[config.mk]
export PLATFORM = sky130hd
export DESIGN_NAME = control_seq
export DESIGN_NICKNAME = d
export VERILOG_FILES = /design/src/rtl/control_seq.sv
export SDC_FILE = /design/constraint.sdc
export NUM_CORES = 1
export LEC_CHECK = 0
export CORE_MARGIN = 1
export CORE_UTILIZATION = 40
export CTS_CLUSTER_SIZE = 40
export DETAILED_ROUTE_END_ITERATION = 10
export GPL_TIMING_DRIVEN = 0
export HOLD_SLACK_MARGIN = 0.12
export PLACE_DENSITY = 0.75
export SYNTH_ARGS = -nofsm -noshare
export SYNTH_HDL_FRONTEND = slang
export SYNTH_SLANG_ARGS = --single-unit
[constraint.sdc]
create_clock -name clk -period 1.85 [get_ports clk]
set_input_delay 0.4625 -clock clk [delete_from_list [all_inputs] [get_ports clk]]
set_output_delay 0.4625 -clock clk [all_outputs]
set_load 0.05 [all_outputs]
[src/rtl/control_seq.sv]
// Instruction-cycle controller for the accumulator CPU: 8-phase fetch/execute
// sequence with memory-ready stalls, bus timeout, latched halt, single-step
// mode and illegal-opcode detection. Strobes are a Moore decode of the state
// register combined with the live opcode/zero inputs.
module control_seq #(
  parameter int OPW      = 3,
  parameter int MAX_WAIT = 15
) (
  input  logic           clk,
  input  logic           rst,
  input  logic [OPW-1:0] opcode,
  input  logic           zero,
  input  logic           mem_rdy,
  input  logic           go,
  input  logic           step,
  output logic           rd,
  output logic           wr,
  output logic           ld_ir,
  output logic           ld_acc,
  output logic           ld_pc,
  output logic           inc_pc,
  output logic           halt,
  output logic           data_e,
  output logic           sel,
  output logic [2:0]     phase,
  output logic           halted,
  output logic           bus_err,
  output logic           ill_op
);

  localparam int WW = (MAX_WAIT < 1) ? 1 : $clog2(MAX_WAIT + 1);

  typedef enum logic [3:0] {
    S_P0     = 4'd0,
    S_P1     = 4'd1,
    S_P2     = 4'd2,
    S_P3     = 4'd3,
    S_P4     = 4'd4,
    S_P5     = 4'd5,
    S_P6     = 4'd6,
    S_P7     = 4'd7,
    S_HALTED = 4'd8
  } state_t;

  state_t          state_q, state_d;
  logic [WW-1:0]   wait_q, wait_d;
  logic            bus_err_q, bus_err_d;
  logic            ill_op_q, ill_op_d;

  // Opcode classification; any code above 7 is illegal and acts as a NOP.
  logic [2:0] op3_s;
  logic       ill_s, hlt_s, skz_s, alu_s, sto_s, jmp_s;
  logic       stall_pt_s, adv_s;

  assign op3_s = opcode[2:0];
  assign ill_s = |(opcode >> 3);
  assign hlt_s = !ill_s && (op3_s == 3'd0);
  assign skz_s = !ill_s && (op3_s == 3'd1);
  assign alu_s = !ill_s && (op3_s >= 3'd2) && (op3_s <= 3'd5);
  assign sto_s = !ill_s && (op3_s == 3'd6);
  assign jmp_s = !ill_s && (op3_s == 3'd7);

  // Memory phases that wait on mem_rdy for the current instruction.
  assign stall_pt_s = (state_q == S_P1) ||
                      ((state_q == S_P5) && alu_s) ||
                      ((state_q == S_P7) && sto_s);

  // State, wait counter and sticky flags.
  always_ff @(posedge clk or negedge rst) begin
    if (!rst) begin
      state_q   <= S_P0;
      wait_q    <= '0;
      bus_err_q <= 1'b0;
      ill_op_q  <= 1'b0;
    end else begin
      state_q   <= state_d;
      wait_q    <= wait_d;
      bus_err_q <= bus_err_d;
      ill_op_q  <= ill_op_d;
    end
  end

  // Stall/timeout handling and next-state selection.
  always_comb begin
    state_d   = state_q;
    wait_d    = '0;
    bus_err_d = bus_err_q;
    ill_op_d  = ill_op_q;
    adv_s     = 1'b1;
    if (stall_pt_s && !mem_rdy) begin
      if (wait_q == WW'(MAX_WAIT)) begin
        bus_err_d = 1'b1;
      end else begin
        wait_d = wait_q + WW'(1);
        adv_s  = 1'b0;
      end
    end else begin
      wait_d = '0;
    end
    if (adv_s) begin
      case (state_q)
        S_P0: state_d = S_P1;
        S_P1: state_d = S_P2;
        S_P2: state_d = S_P3;
        S_P3: state_d = S_P4;
        S_P4: begin
          ill_op_d = ill_op_q | ill_s;
          state_d  = hlt_s ? S_HALTED : S_P5;
        end
        S_P5: state_d = S_P6;
        S_P6: state_d = S_P7;
        S_P7: state_d = step ? S_HALTED : S_P0;
        S_HALTED: state_d = go ? S_P0 : S_HALTED;
        default: state_d = S_P0;
      endcase
    end else begin
      state_d = state_q;
    end
  end

  // Moore strobe decode from the registered state and live opcode/zero.
  always_comb begin
    rd     = 1'b0;
    wr     = 1'b0;
    ld_ir  = 1'b0;
    ld_acc = 1'b0;
    ld_pc  = 1'b0;
    inc_pc = 1'b0;
    halt   = 1'b0;
    data_e = 1'b0;
    sel    = 1'b0;
    case (state_q)
      S_P0: sel = 1'b1;
      S_P1: begin
        sel = 1'b1;
        rd  = 1'b1;
      end
      S_P2, S_P3: begin
        sel   = 1'b1;
        rd    = 1'b1;
        ld_ir = 1'b1;
      end
      S_P4: begin
        inc_pc = 1'b1;
        halt   = hlt_s;
      end
      S_P5: rd = alu_s;
      S_P6: begin
        rd     = alu_s;
        inc_pc = skz_s && zero;
        ld_pc  = jmp_s;
        data_e = sto_s;
      end
      S_P7: begin
        rd     = alu_s;
        ld_acc = alu_s;
        ld_pc  = jmp_s;
        inc_pc = jmp_s;
        data_e = sto_s;
        wr     = sto_s;
      end
      S_HALTED: halt = 1'b1;
      default: sel = 1'b0;
    endcase
  end

  assign phase   = (state_q == S_HALTED) ? 3'd0 : state_q[2:0];
  assign halted  = (state_q == S_HALTED);
  assign bus_err = bus_err_q;
  assign ill_op  = ill_op_q;

endmodule

==> results by group <==
Yosys
  – Post-Synthesis Net Count: 94
  – EDFF count, synth: 0
  – Synthesized cell area: 708 um2
  – FFs w/ async S/R, synth: 100%
  – Distinct cells, synth: 38
  – Avg Inst Size Synth: 8.43 um2
  – Syn Inst Count: 84
  – Seq/Total Area, Yosys: 31.8%
  – Seq cells post-synth: 9
  – Syn. warnings: 0
  – Main synth FF type: dfrtp_1

Detailed routing
  – Iter 0 DRT Violations: 27
  – Detailed-route via count: 781
  – Vias/cell: 5.66
  – Post-Route WL: 2030 um
  – Antenna-violating nets left: 0
  – DR DRC count: 1
  – Drt pass-1 iters: 7
  – DR WL/cell: 14.7 um

Finish
  – Fin cells: 138
  – Final net count: 133
  – Most frequent cells in the layout: buf_4, buf_6, dfrtp_1
  – Core Util, Final: 76.0%
  – Layout area overhead: 69.3%
  – Antenna diodes: 0
  – Commonest non-fill, non-tap cell in the layout: buf_4
  – Share of layout cells above drive strength 1: 43.4%
  – Cell area after layout: 1200 um2

Timing
  – Final hold vios: 0
  – Setup TNS: -0.133 ns
  – Hold_ws: 0.471 ns
  – Rel. slew slack: 57.0%
  – RSZ-0062 raised after global routing: yes
  – Worst-margin pin slew: 0.638 ns
  – Clock skew after layout: 0.000725 ns
  – Post-route minimum period: 1.97 ns
  – PnR worst setup slack: -0.115 ns
  – Period utilisation layout: 106%
  – Peak Freq: 509 MHz
  – Final slew viol count: 0
  – Final setup fails: 2

Power and ir drop
  – Pwr/cell area: 1420 nW/um2
  – Total power draw: 1.71 mW
  – Leakage: 0.541 nW
  – Max VDD drop: 0.887 mV

Clock tree
  – Root Driver: clkbuf_4
  – Skew-Pair Late Insertion Delay: 0.26 ns
  – TritonCTS clock tree: built
  – Cts bufs inserted: 3
  – H-tree levels: 1
  – Clock tree buffer depth: 2
  – Clk sinks: 9
  – Clock slew at reported path FFs: 0.06 ns

Worst setup path
  – Crit Path Max Fanout: 5
  – Crit Path Class: in2out
  – Crit path DAT: 1.50 ns
  – Req. time, crit path: 1.39 ns
  – Worst setup EP type: output port
  – Worst setup SP type: primary input

Floorplan
  – Core area: 1580 um2
  – Die Width: 44.1 um
  – Rows: 14
  – Starting density of the core: 44.9%
  – I/O pin count: 24
  – Die footprint: 1940 um2
  – Die H: 44.1 um

Global route
  – Initial antenna violation count: 0
  – All-layer global routing usage: 20.9%
  – Number of global-route vias before repair: 647
  – First-pass GRT wire length: 2950 um
  – Pin count of the biggest net entering global routing: 11
  – GRT overflow: 0

Placement
  – Dpl cells: 120
  – Number of port buffers: 20
  – Post-place setup slack: -1.17 ns
  – Placed cell areas: 975 um2
  – Detail Placement HPWL: 1240 um
  – GP Congestion: 0.769

Status
  – Failing checks: DRC, setup timing
  – Status: finished, violations left

Worst hold path
  – Worst Hold Class: reg2reg

Run
  – Max Cap Viol: 0
## cell families (layout without fill, tap and decap cells)
| kind of cell | count (synthesis) | count (layout) | share of synthesized area (%) |
|---|---|---|---|
| other | 1 | 1 | 0.530 |
| AO/OA/AOI/OAI | 20 | 20 | 20.5 |
| buffers and inverters | 17 | 55 | 11.5 |
| adder cells (fa/ha/maj) | 1 | 1 | 1.77 |
| flip-flops | 9 | 9 | 31.8 |
| XOR/XNOR | 5 | 5 | 6.18 |
| AND/OR/NAND/NOR | 31 | 31 | 27.7 |
## repair_timing
item / 4_1_cts / 5_1_grt
hold buffers: 0 / 0
endpoints found under the setup margin: 14 / 10
resized for setup: 83 / 19
pin swaps: 6 / 9
setup buffers: 6 / 9
## per-layer routing
layer / track usage (%) / part of all wire (%) / wire length [um]
met4: 5.45 / 0.54 / 11
met5: 0 / 0 / 0
met3: 6.12 / 5.4 / 109
met2: 33.2 / 50 / 1010
met1: 27.9 / 44 / 899
## cell usage after synthesis (all sizes together), types with 3 or more instances
cell,count,area [um2]
buf,7,43.8
inv,6,22.5
a21oi,3,15.0
dfrtp,9,225
clkbuf,4,15.0
nand3,3,15.0
nor2b,3,18.8
nor2,7,26.3
xor2,3,26.3
a211oi,5,37.5
nor3,3,15.0
## report_power, final
group | switching [mW] | internal (mW) | leakage (nW)
combinational | 0.735 | 0.533 | 0.412
clock | 0.0676 | 0.0831 | 0.0150
sequential | 0.0416 | 0.245 | 0.113
total | 0.844 | 0.862 | 0.541
## registers in the layout, summed over array words and instances, names as in the netlist
signal,cells
bus_err,1
wait_q,4
state_q,4
## area by class of cell
class	instances	area (um2)
Multi-Input combinational cell	58	474
Fill cell	109	378
Tap cell	16	20.0
Inverter	6	22.5
Buffer	10	98.8
Timing Repair Buffer	35	330
Clock buffer	4	26.3
Sequential cell	9	226
## worst max-delay path: stages
cell,delay (ns)
buf_12,0.10
or4bb_4,0.52
a21oi_2,0.14
o21a_4,0.13
buf_8,0.13
## worst paths after layout
| path | startpoint | cells after the start | to | slack (ns) |
|---|---|---|---|---|
| worst max-delay path | opcode[2] | 5 | inc_pc | -0.12 |
| worst min-delay path | wait_q[0] | 1 | wait_q[0] | 0.47 |
| worst max register to register | state_q[1] | 4 | state_q[0] | 0.12 |
| worst min register to register | wait_q[0] | 1 | wait_q[0] | 0.47 |
| max in group asynchronous | rst | 1 | state_q[1] | 1.04 |
| min in group asynchronous | rst | 1 | state_q[0] | 0.50 |
Note: power is estimated with default switching activity, not from simulation.
